## src/rtl/wb2axil_bridge.sv

```systemverilog
// Wishbone B4 pipelined slave to AXI4-Lite master bridge.
// One transaction in flight; timeout orphans the WB side while AXI completes.
module wb2axil_bridge #(
    parameter int ADDR_W      = 32,
    parameter int DATA_W      = 32,
    parameter int TIMEOUT_CYC = 256
) (
    input  logic                m_axi_aclk,
    input  logic                m_axi_aresetn,
    input  logic                wb_cyc_i,
    input  logic                wb_stb_i,
    input  logic                wb_we_i,
    input  logic [ADDR_W-1:0]   wb_addr_i,
    input  logic [DATA_W-1:0]   wb_data_i,
    input  logic [DATA_W/8-1:0] wb_sel_i,
    output logic                wb_stall_o,
    output logic                wb_ack_o,
    output logic                wb_err_o,
    output logic [DATA_W-1:0]   wb_data_o,
    output logic                m_axi_awvalid,
    input  logic                m_axi_awready,
    output logic [ADDR_W-1:0]   m_axi_awaddr,
    output logic [2:0]          m_axi_awprot,
    output logic                m_axi_wvalid,
    input  logic                m_axi_wready,
    output logic [DATA_W-1:0]   m_axi_wdata,
    output logic [DATA_W/8-1:0] m_axi_wstrb,
    input  logic                m_axi_bvalid,
    output logic                m_axi_bready,
    input  logic [1:0]          m_axi_bresp,
    output logic                m_axi_arvalid,
    input  logic                m_axi_arready,
    output logic [ADDR_W-1:0]   m_axi_araddr,
    output logic [2:0]          m_axi_arprot,
    input  logic                m_axi_rvalid,
    output logic                m_axi_rready,
    input  logic [DATA_W-1:0]   m_axi_rdata,
    input  logic [1:0]          m_axi_rresp
);

    localparam int STRB_W = DATA_W / 8;
    localparam int CNT_W  = (TIMEOUT_CYC > 1) ? $clog2(TIMEOUT_CYC + 1) : 1;

    typedef enum logic [2:0] {
        IDLE,
        WR_REQ,
        WR_RESP,
        RD_REQ,
        RD_RESP
    } state_e;

    state_e              state_q, state_d;
    logic [ADDR_W-1:0]   addr_q, addr_d;
    logic [DATA_W-1:0]   data_q, data_d;
    logic [STRB_W-1:0]   sel_q, sel_d;
    logic [DATA_W-1:0]   rdata_q, rdata_d;
    logic [CNT_W-1:0]    cnt_q, cnt_d;
    logic                aw_done_q, aw_done_d;
    logic                w_done_q, w_done_d;
    logic                orphan_q, orphan_d;
    logic                stall_q;
    logic                ack_q, ack_d;
    logic                err_q, err_d;
    logic                accept;
    logic                live;
    logic                resp_hs;
    logic                timeout_hit;

    assign accept  = (state_q == IDLE) && wb_cyc_i && wb_stb_i && !stall_q;
    assign live    = !orphan_q && wb_cyc_i;
    assign resp_hs = ((state_q == WR_RESP) && m_axi_bvalid)
                  || ((state_q == RD_RESP) && m_axi_rvalid);

    // Timeout fires once, on the TIMEOUT_CYC-th busy cycle, unless the response lands then.
    assign timeout_hit = (TIMEOUT_CYC != 0) && (state_q != IDLE) && live && !resp_hs
                      && (cnt_q == CNT_W'(TIMEOUT_CYC - 1));

    assign m_axi_awvalid = (state_q == WR_REQ) && !aw_done_q;
    assign m_axi_wvalid  = (state_q == WR_REQ) && !w_done_q;
    assign m_axi_bready  = (state_q == WR_RESP);
    assign m_axi_arvalid = (state_q == RD_REQ);
    assign m_axi_rready  = (state_q == RD_RESP);
    assign m_axi_awaddr  = addr_q;
    assign m_axi_araddr  = addr_q;
    assign m_axi_wdata   = data_q;
    assign m_axi_wstrb   = sel_q;
    assign m_axi_awprot  = 3'b000;
    assign m_axi_arprot  = 3'b000;

    assign wb_stall_o = stall_q;
    assign wb_ack_o   = ack_q;
    assign wb_err_o   = err_q;
    assign wb_data_o  = rdata_q;

    // Next-state, capture, response pulses and orphan tracking.
    always_comb begin
        state_d   = state_q;
        addr_d    = addr_q;
        data_d    = data_q;
        sel_d     = sel_q;
        rdata_d   = rdata_q;
        cnt_d     = cnt_q;
        aw_done_d = aw_done_q;
        w_done_d  = w_done_q;
        orphan_d  = orphan_q;
        ack_d     = 1'b0;
        err_d     = 1'b0;
        unique case (state_q)
            IDLE: begin
                aw_done_d = 1'b0;
                w_done_d  = 1'b0;
                cnt_d     = '0;
                if (accept) begin
                    addr_d  = wb_addr_i;
                    data_d  = wb_data_i;
                    sel_d   = wb_sel_i;
                    state_d = wb_we_i ? WR_REQ : RD_REQ;
                end
            end
            WR_REQ: begin
                if (m_axi_awready && !aw_done_q) aw_done_d = 1'b1;
                if (m_axi_wready && !w_done_q)   w_done_d  = 1'b1;
                if (aw_done_d && w_done_d)       state_d   = WR_RESP;
            end
            WR_RESP: begin
                if (m_axi_bvalid) begin
                    state_d = IDLE;
                    if (live) begin
                        ack_d = !m_axi_bresp[1];
                        err_d = m_axi_bresp[1];
                    end
                end
            end
            RD_REQ: begin
                if (m_axi_arready) state_d = RD_RESP;
            end
            RD_RESP: begin
                if (m_axi_rvalid) begin
                    state_d = IDLE;
                    if (live) begin
                        ack_d = !m_axi_rresp[1];
                        err_d = m_axi_rresp[1];
                        if (!m_axi_rresp[1]) rdata_d = m_axi_rdata;
                    end
                end
            end
            default: state_d = IDLE;
        endcase
        if (state_q != IDLE) begin
            if (!orphan_q) cnt_d = cnt_q + CNT_W'(1);
            if (timeout_hit) begin
                err_d    = 1'b1;
                orphan_d = 1'b1;
            end
            if (!wb_cyc_i) orphan_d = 1'b1;
        end
        if (state_d == IDLE) orphan_d = 1'b0;
    end

    // State and datapath registers.
    always_ff @(posedge m_axi_aclk or negedge m_axi_aresetn) begin
        if (!m_axi_aresetn) begin
            state_q   <= IDLE;
            addr_q    <= '0;
            data_q    <= '0;
            sel_q     <= '0;
            rdata_q   <= '0;
            cnt_q     <= '0;
            aw_done_q <= 1'b0;
            w_done_q  <= 1'b0;
            orphan_q  <= 1'b0;
            stall_q   <= 1'b0;
            ack_q     <= 1'b0;
            err_q     <= 1'b0;
        end else begin
            state_q   <= state_d;
            addr_q    <= addr_d;
            data_q    <= data_d;
            sel_q     <= sel_d;
            rdata_q   <= rdata_d;
            cnt_q     <= cnt_d;
            aw_done_q <= aw_done_d;
            w_done_q  <= w_done_d;
            orphan_q  <= orphan_d;
            stall_q   <= (state_d != IDLE);
            ack_q     <= ack_d;
            err_q     <= err_d;
        end
    end

endmodule
```

## config.mk

```make
export PLATFORM = sky130hd
export DESIGN_NAME = wb2axil_bridge
export DESIGN_NICKNAME = d
export VERILOG_FILES = /design/src/rtl/wb2axil_bridge.sv
export SDC_FILE = /design/constraint.sdc
export NUM_CORES = 1
export LEC_CHECK = 0
export CAP_MARGIN = 20
export CELL_PAD_IN_SITES_DETAIL_PLACEMENT = 1
export CELL_PAD_IN_SITES_GLOBAL_PLACEMENT = 2
export CORE_MARGIN = 2
export CORE_UTILIZATION = 35
export DETAILED_ROUTE_END_ITERATION = 7
export DONT_BUFFER_PORTS = 1
export GPL_TIMING_DRIVEN = 0
export PLACE_DENSITY_LB_ADDON = 0.1
export SLEW_MARGIN = 20
export SYNTH_ARGS = -nofsm -noshare
export SYNTH_HDL_FRONTEND = slang
export SYNTH_SLANG_ARGS = --single-unit
```

## constraint.sdc

```tcl
create_clock -name m_axi_aclk -period 2 [get_ports m_axi_aclk]
set_clock_uncertainty 0.1 [all_clocks]
set_input_delay 0.2 -clock m_axi_aclk [delete_from_list [all_inputs] [get_ports m_axi_aclk]]
set_output_delay 0.2 -clock m_axi_aclk [all_outputs]
set_load 0.005 [all_outputs]
```

# Word level (Yosys, flattened, before mapping)
# Cells that the tools add are included.
[op_classes]
n_addsub = 1
eq_ne = 6
reduce_logical = 31
n_mux = 32
bitwise = 1
[op_table]
columns = ["op", "count"]
rows = [
  ["$mux 9", 3],
  ["$mux 1", 18],
  ["$mux 3", 5],
  ["$pmux 3 s5", 1],
  ["$logic_and 1x1->1", 14],
  ["$add 9x1->9 const B", 1],
  ["$eq 9x8->1 const B", 1],
  ["$pmux 1 s2", 4],
  ["$logic_not 1->1", 7],
  ["$eq 3x2->1 const B", 2],
  ["$logic_not 3->1", 2],
  ["$reduce_bool 3->1", 2],
  ["$reduce_and 2->1", 2],
  ["$reduce_and 4->1", 1],
  ["$reduce_bool 2->1", 2],
  ["$eq 3x1->1 const B", 1],
  ["$eq 3x3->1 const B", 1],
  ["$ne 3x1->1 const B", 1],
  ["$mux 2", 1],
  ["$logic_or 1x1->1", 1],
  ["$not 1->1", 1],
]
[word_totals]
reg_bits = 118
input_bits = 114

# Depth between registers and ports, before layout
# Gate-level depths: netlist (run 1).
[depth]
word_depth = 10
depth_mapped = 7

# Worst setup path before layout (run 1)
# Ideal clock, no wire load.
[synth_path]
kind = "register to register"
start = "reg state_q[2]"
end = "reg addr_q[11] (netlist: m_axi_araddr[11])"
t_arrival_ps = 1696
path_buffers = 3
slack_ps = 77
synth_period_minus_slack_ps = 1923
required_time_ps = 1773
stages_incl_launch_ff = 7
path_cell_list = "dfrtp_1 -> buf_2 -> or3_4 -> nor3_4 -> buf_6 -> buf_6 -> mux2_1"
[synth_via]
elab_chain_cells = 5
[synth_lines]
columns = ["element", "line_no", "source"]
rows = [
  ["start, declared", "52", "state_e state_q, state_d;"],
  ["start signal, assigned", "176", "state_q <= state_d;"],
  ["$logic_not 3->1 (*)", "69, 108", ""],
  ["$logic_and 1x1->1 (3 in series)", "69", "assign accept = (state_q == IDLE) && wb_cyc_i && wb_stb_i && !stall_q;"],
  ["$reduce_and 2->1 (no line) (*)", "n/a", ""],
  ["end signal, assigned", "177", "addr_q <= addr_d;"],
  ["end, declared", "53", "logic [ADDR_W-1:0] addr_q, addr_d;"],
]
# Mark *: on every way between the ends. The rest lies on a longest branch, timed or not.
# A chain may end at the register's enable or synchronous reset.

# Worst setup path in the final report (run 1)
[layout_path]
start = "reg state_q[0]"
end = "reg addr_q[6] (netlist: m_axi_araddr[6])"
# Same word-level chain as after synthesis.

==> results of run 1 <==
-- what timing repair did --
| item | CTS | global route |
|---|---|---|
| gates cloned | 0 | 0 |
| setup endpoints to repair | 98 | 84 |
| gates resized for setup | 21 | 4 |
| buffers inserted | 5 | 1 |
| pin swaps | 2 | 1 |
| endpoints found under the hold margin | 227 | 118 |
-- sequential cells by signal, summed over array words and instances (netlist names) --
name,count
m_axi_araddr,32
m_axi_wdata,32
wb_data_o,32
cnt_q,9
m_axi_wstrb,4
state_q,3
aw_done_q,1
orphan_q,1
w_done_q,1
wb_ack_o,1
wb_err_o,1
wb_stall_o,1
-- critical path, delay by kind of cell (launching register included) --
family                 cells  cell delay (ns)
flip-flops                 1             0.44
AND/OR/NAND/NOR            2             0.63
multiplexers               1             0.34
buffers and inverters      2             0.30
-- final timing paths --
check / depth (start not counted) / startpoint / end
max reg2reg: 5 / state_q[0]$_DFF_PN0_ / m_axi_araddr[6]$_DFFE_PN0P_
max in group asynchronous: 0 / m_axi_aresetn / state_q[0]$_DFF_PN0_
min in group m_axi_aclk: 2 / wb_cyc_i / wb_err_o$_DFF_PN0_
min: 0 / m_axi_aresetn / wb_data_o[8]$_DFFE_PN0P_
min reg2reg: 2 / cnt_q[8]$_DFF_PN0_ / cnt_q[8]$_DFF_PN0_
max: 5 / state_q[0]$_DFF_PN0_ / m_axi_araddr[6]$_DFFE_PN0P_
-- logic make-up after synthesis --
group,share of synthesized area (%)
adders and majority gates,0.503
buffers and inverters,8.18
DFF,59.4
AOI/OAI and AO/OA,2.57
xor gates and xnor gates,0.881
and+or+nand+nor,5.36
other,0.0754
muxes,23.0
-- routing by layer --
layer  global-route usage, %  vias up  wire, um
met3                    6.41       23      1220
met5                       0        -         0
li1                        -     1468         -
met4                    7.88        0       266
met1                    19.2     1632      4890
met2                    29.7      158      6840
-- synthesized netlist by cell type (2+ instances only) --
library cell	instances	area (um2)
nand2_1	6	22.5
nor2_1	13	48.8
ha_1	2	25.0
o22a_1	2	17.5
buf_2	4	20.0
clkbuf_1	4	15.0
xnor2_1	2	17.5
buf_6	3	33.8
inv_1	6	22.5
nor2b_1	4	25.0
nand4b_1	2	17.5
buf_4	42	315
xor2_1	3	26.3
mux2i_1	2	20.0
o21ai_0	2	10.0
dfrtp_1	118	2950
mux2_1	21	236
or3_1	3	18.8
nor3_1	2	10.0
nand4bb_1	2	22.5
mux2_2	79	890
nand3_1	4	20.0
a21oi_1	9	45.0
-- area by class of cell --
| cell class | count | area share, % |
|---|---|---|
| tap | 180 | 3.19 |
| timing repair buffer | 116 | 16.3 |
| sequential | 118 | 41.8 |
| multi-input combinational | 180 | 23.5 |
| clock buffer | 24 | 6.96 |
| clock inverter | 7 | 1.68 |
| buffer | 52 | 6.20 |
| inverter | 6 | 0.319 |
-- power by group --
part	internal, mW	switching, mW	leakage (nW)
sequential	3.36	0.928	1.49
clock	2.08	1.03	0.293
combinational	1.51	0.839	1.39
-- stage by stage --
step | area, um2 | power [mW] | setup WS, ns
3_3_place_gp | 5220 | 6.31 | -0.213
4_1_cts | 7040 | 9.81 | 0.00298
5_1_grt | 7060 | 10.3 | -0.0473
6_report | 7060 | 9.75 | 0.0530
2_1_floorplan | 4990 | 5.78 | 0.0766
3_5_place_dp | 5220 | 6.39 | -0.244
==> impl_summary.log, run 1 <==
[metrics] maximum root-to-sink buffer count: 2
[metrics] unrepaired setup endpoints after global routing: yes
[metrics] endpoint kind of the worst setup timing path: flop
[metrics] boundary pin count: 260
[metrics] height of the chip: 123 um
[metrics] DRT iter0 DRCs: 145
[metrics] maximum fanout encountered on the critical timing path: 10
[metrics] Area Overhead vs Synth: 42.0%
[metrics] port buffer count: 0
[metrics] number of buffers inserted during clock tree synthesis: 17
[metrics] signal arrival time at the worst endpoint: 2.14 ns
[metrics] worst min-delay path category: in2async
[metrics] later-pin clock latency in the skew report: 0.41 ns
[metrics] # rows: 43
[metrics] HPWL after detailed placement: 8.64 mm
[metrics] synthesis-stage register bit count: 118
[metrics] Avg Synthesized Cell Area: 14.1 um2
[metrics] gp weighted congestion: 0.708
[metrics] Cells after Synth: 352
[metrics] Std-Cell Core Area: 0.0139 mm2
[metrics] worst ir drop on vdd: 0.566 mV
[metrics] remaining routing DRC violations: 0
[metrics] predominant post-synthesis flop cell: dfrtp_1
[metrics] number of inserted diodes: 0
[metrics] Fmax achieved: 514 MHz
[metrics] Crit-path slowest cell: dfrtp_2
[metrics] buffer cell driving the clock tree root: clkbuf_16
[metrics] final WL: 13.2 mm
[metrics] final critical delay including setup and external delays: 1.95 ns
[metrics] Final Non-Filler Cells: 683
[metrics] TNS Setup: 0 ns
[metrics] final design utilization: 50.9%
[metrics] placed insts: 537
[metrics] Power Density: 1380 mW/mm2
[metrics] die area: 0.0152 mm2
[metrics] wire length of the first global-routing pass: 19.3 mm
[metrics] detailed-routing iteration count for the pre-antenna-repair pass: 4
[metrics] maximum number of pins on one net before global-route repair: 119
[metrics] number of clock sinks: 118
[metrics] setup slack of the most critical reg-to-reg path: 0.05 ns
[metrics] final worst path period share: 97.4%
[metrics] gr ovfl total: 0
[metrics] Required @ worst endpoint: 2.19 ns
[metrics] area of the multi-input gates: 0.00166 mm2
[metrics] number of inserted filler cells in the final layout: 1,402
[metrics] antenna violations before repair: 0
[metrics] via-per-instance ratio: 4.80
[metrics] Horiz. Die Dim: 123 um
[metrics] clock tree from TritonCTS: done
[metrics] most common library cell in the layout ignoring fill and taps: dfrtp_1
[metrics] vias after detailed routing: 3,281
[metrics] result of the run: finished, violations left
[metrics] commonest cells after routing, fill and taps aside: dfrtp_1 (117), dlygate4sd3_1 (110), mux2_2 (79)
[metrics] Post-Syn Area: 0.00497 mm2
[metrics] warning count from the yosys run: 0
[metrics] Pins Over Slew Limit: 0
[metrics] slowest cell delay on critical path: 0.44 ns
[metrics] sequential element share of the synthesized area: 59.4%
[metrics] hold_buf cts: 110
[metrics] async set-reset flop share out of synthesis: 100%
[metrics] count of endpoints failing hold in the final timing report: 118
[metrics] startpoint class of the critical path: flop
[metrics] headroom to the max-slew limit: 61.0%
[metrics] violations in the final reports: hold timing
[metrics] count of antenna-violating nets left after detailed routing: 0
[metrics] clock transition time at the flip-flop clock pins of the worst setup and hold paths: 0.05 ns
[metrics] combined flip-flop and latch cell area: 0.00295 mm2
[metrics] total global routing track utilization: 17.4%
[metrics] worst hold margin: -0.619 ns
[metrics] number of enable-type register cells in the synthesized netlist: 0
[metrics] final net count: 607
[metrics] count of max-cap constraint violations: 0
[metrics] number of global-route vias before repair: 3,484
[metrics] Cell Chain, Critical Path: or3_4 -> nor3_4 -> buf_6 -> buf_8 -> mux2_2
[metrics] slew of the pin with the lowest slew margin: 0.578 ns
[metrics] count of final setup violators: 0
[metrics] # H-tree levels: 4
[metrics] static leakage: 3.17 nW
[metrics] ratio of cells with drive above 1 in the final layout: 33.8%
[metrics] Cell variety after synth: 40
[metrics] CP Class: reg2reg
[metrics] average detailed-routed wire length per instance: 19.3 um
[metrics] effective utilization at floorplan: 35.8%
Power figures use the tool's default switching activity.
==> run 2: changes to the inputs <==
--- a/config.mk
+++ b/config.mk
@@ -20 +20,2 @@
 export SYNTH_SLANG_ARGS = --single-unit
+export TNS_END_PERCENT = 30
==> constraint.sdc (replaced) <==
create_clock -name m_axi_aclk -period 2 [get_ports m_axi_aclk]
set_clock_uncertainty 0.1 [all_clocks]
set_input_delay 0.3 -clock m_axi_aclk [delete_from_list [all_inputs] [get_ports m_axi_aclk]]
set_output_delay 0.3 -clock m_axi_aclk [all_outputs]
set_load 0.005 [all_outputs]
==> run 2 against run 1 <==
Effect of this change:
- the run still ends with hold timing left
- worst hold slack improved by 0.10 ns
- first-iteration DRC count is 19% lower
- power fell by 0.23%
- highest routed layer unchanged
- wire length decreased by 0.93%
- clock power hardly changed
- core utilization decreased by 0.32 points
- flip-flop and latch count unchanged
- combinational power hardly changed
- die area unchanged
- global-route usage down 0.089 points
- sequential share of layout area rose by 0.27 points
==> impl_summary.log, run 2 (synthesis gave the netlist of run 1 again) <==
[metrics] result of the run: finished, violations left
[metrics] violations in the final reports: hold timing
[metrics] slew of the pin with the lowest slew margin: 0.574 ns (-0.00404 ns)
[metrics] Pins Over Slew Limit: 0 (unchanged)
[metrics] internal power: 6.94 mW (-0.12%)
[metrics] net switching power figure: 2.79 mW (-0.50%)
[metrics] worst min-delay path category: in2async
[metrics] Fmax achieved: 513 MHz (-0.15%)
[metrics] antenna violations before repair: 0 (unchanged)
[metrics] count of final setup violators: 0 (unchanged)
[metrics] final worst path period share: 97.5% (+0.14 points)
[metrics] buffer cell driving the clock tree root: clkbuf_16
[metrics] commonest cells after routing, fill and taps aside: dfrtp_1 (117), dlygate4sd3_1 (105), mux2_2 (79)
[metrics] maximum fanout encountered on the critical timing path: 10 (unchanged)
[metrics] clock transition time at the flip-flop clock pins of the worst setup and hold paths: 0.05 ns (about the same)
[metrics] count of endpoints failing hold in the final timing report: 118 (unchanged)
[metrics] headroom to the max-slew limit: 61.3% (+0.27 points)
[metrics] die area: 0.0152 mm2 (unchanged)
[metrics] most common library cell in the layout ignoring fill and taps: dfrtp_1
[metrics] cell depth of the worst flop-to-flop path: 6 (+1)
[metrics] Horiz. Die Dim: 123 um (unchanged)
[metrics] average detailed-routed wire length per instance: 19.3 um (-0.35%)
[metrics] number of global-route vias before repair: 3,465 (-0.55%)
[metrics] DRT iter0 DRCs: 118 (-19%)
[metrics] Reg power frac: 44.1% (about the same)
[metrics] HPWL after detailed placement: 8.64 mm (unchanged)
[metrics] switching power share of the total: 28.6% (-0.078 points)
[metrics] # H-tree levels: 4 (unchanged)
[metrics] port buffer count: 0 (unchanged)
[metrics] instance area at placement: 0.00522 mm2 (unchanged)
[metrics] Comb pwr share: 23.9% (-0.2 points)
[metrics] final design utilization: 50.5% (-0.32 points)
[metrics] number of inserted diodes: 0 (unchanged)
[metrics] final critical delay including setup and external delays: 1.95 ns (+0.00288 ns)
[metrics] Required @ worst endpoint: 2.19 ns (about the same)
[metrics] capture instance of the worst register-to-register path: m_axi_araddr[6]$_DFFE_PN0P_
[metrics] endpoint kind of the worst setup timing path: flop
[metrics] wire length of the first global-routing pass: 19.2 mm (-0.39%)
[metrics] gr ovfl total: 0 (unchanged)
[metrics] final net count: 603 (-0.66%)
[metrics] Std-Cell Core Area: 0.0139 mm2 (unchanged)
[metrics] fin area: 0.00702 mm2 (-0.64%)
[metrics] hold_buf cts: 105 (-4.5%)
[metrics] via-per-instance ratio: 4.76 (-0.88%)
[metrics] effective utilization at floorplan: 35.8% (unchanged)
[metrics] maximum root-to-sink buffer count: 2 (unchanged)
[metrics] number of clock sinks: 118 (unchanged)
[metrics] worst hold margin: -0.519 ns (+0.0997 ns)
[metrics] boundary pin count: 260 (unchanged)
[metrics] static leakage: 3.16 nW (-0.41%)
[metrics] r2r startpoint: state_q[2]$_DFF_PN0_
[metrics] remaining routing DRC violations: 0 (unchanged)
[metrics] signal arrival time at the worst endpoint: 2.14 ns (about the same)
[metrics] # rows: 43 (unchanged)
[metrics] total global routing track utilization: 17.3% (-0.089 points)
[metrics] unrepaired setup endpoints after global routing: yes
[metrics] clock tree from TritonCTS: done
[metrics] setup slack of the most critical reg-to-reg path: 0.05 ns (about the same)
[metrics] maximum number of pins on one net before global-route repair: 119 (unchanged)
[metrics] startpoint class of the critical path: flop
[metrics] height of the chip: 123 um (unchanged)
[metrics] Final Non-Filler Cells: 679 (-0.59%)
[metrics] later-pin clock latency in the skew report: 0.41 ns (about the same)
[metrics] number of buffers inserted during clock tree synthesis: 17 (unchanged)
[metrics] Area Overhead vs Synth: 41.1%
[metrics] proportion of power drawn by the clock network: 32.0% (about the same)
[metrics] final WL: 13.1 mm (-0.93%)
[metrics] worst ir drop on vdd: 0.567 mV (+0.15%)
[metrics] count of max-cap constraint violations: 0 (unchanged)
[metrics] ratio of cells with drive above 1 in the final layout: 34.5% (+0.67 points)
[metrics] CP Class: reg2reg
[metrics] vias after detailed routing: 3,233 (-1.5%)
[metrics] detailed-routing iteration count for the pre-antenna-repair pass: 6 (+2)
[metrics] count of antenna-violating nets left after detailed routing: 0 (unchanged)
[metrics] Power Density: 1390 mW/mm2 (+0.41%)
[metrics] placed insts: 537 (unchanged)
[metrics] gp weighted congestion: 0.708 (unchanged)
## run 2: per-layer routing
layer  share of wire (%)  track usage [%]  vias to the layer above  wire, um
met5                   0                0                        -         0
met4                 2.0             7.88                        0       266
met3                 9.0             6.55                       22      1180
met2                  51             29.3                      154      6720
met1                  38             19.2                     1598      4930
li1                    -                -                     1459         -
## run 2: per-stage QoR
| stage | power (mW) | setup WS [ns] | hold WS [ns] | setup TNS, ns |
|---|---|---|---|---|
| 2_1_floorplan | 5.78 | 0.0766 | -0.0956 | 0 |
| 3_3_place_gp | 6.31 | -0.213 | -0.0930 | -12.95 |
| 3_5_place_dp | 6.39 | -0.244 | -0.0931 | -14.10 |
| 4_1_cts | 9.79 | -0.00542 | -0.542 | -0.0139 |
| 5_1_grt | 10.3 | -0.0266 | -0.543 | -0.535 |
| 6_report | 9.72 | 0.0501 | -0.519 | 0 |
## run 2: power groups by stage
stage	Clock [mW]	Combinational [mW]	Sequential, mW
4_1_cts	3.20	2.30	4.29
3_5_place_dp	0	2.06	4.33
5_1_grt	3.29	2.58	4.43
3_3_place_gp	0	2.00	4.31
2_1_floorplan	0	1.80	3.98
6_report	3.11	2.33	4.28
## run 2: area by class of cell
| class | count | area, um2 |
|---|---|---|
| clock buffers | 24 | 492 |
| multi-input cells | 180 | 1660 |
| plain buffers | 53 | 443 |
| well taps | 180 | 225 |
| fillers | 1395 | 6860 |
| repair buffers | 111 | 1100 |
| inverters | 6 | 22.5 |
| flip-flops and latches | 118 | 2950 |
| clock inverters | 7 | 119 |
## run 2: worst max-delay path by stage
stage / startpoint / endpoint / slack [ns] / depth (start not counted)
finish: state_q[2]$_DFF_PN0_ / m_axi_araddr[6]$_DFFE_PN0P_ / 0.05 / 6
detailed placement: state_q[1]$_DFF_PN0_ / wb_data_o[1]$_DFFE_PN0P_ / -0.24 / 5
global route: state_q[2]$_DFF_PN0_ / m_axi_wdata[17]$_DFFE_PN0P_ / -0.03 / 6
global placement: state_q[1]$_DFF_PN0_ / wb_data_o[0]$_DFFE_PN0P_ / -0.21 / 5
CTS: state_q[2]$_DFF_PN0_ / m_axi_wdata[17]$_DFFE_PN0P_ / -0.005 / 6
floorplan: state_q[2]$_DFF_PN0_ / m_axi_araddr[11]$_DFFE_PN0P_ / 0.08 / 6
## run 2: timing repair
| item | 4_1_cts | 5_1_grt |
|---|---|---|
| endpoints found under the setup margin | 102 | 97 |
| gates resized for setup | 19 | 6 |
| endpoints found under the hold margin | 223 | 118 |
| pin swaps | 2 | 1 |
| buffers inserted | 5 | 1 |
## run 2: critical path, cell delays in order, from the launching register on
cell	delay, ns
dfrtp_1	0.37
buf_6	0.14
or3_4	0.36
nor3_4	0.20
buf_6	0.16
buf_6	0.15
mux2_2	0.35
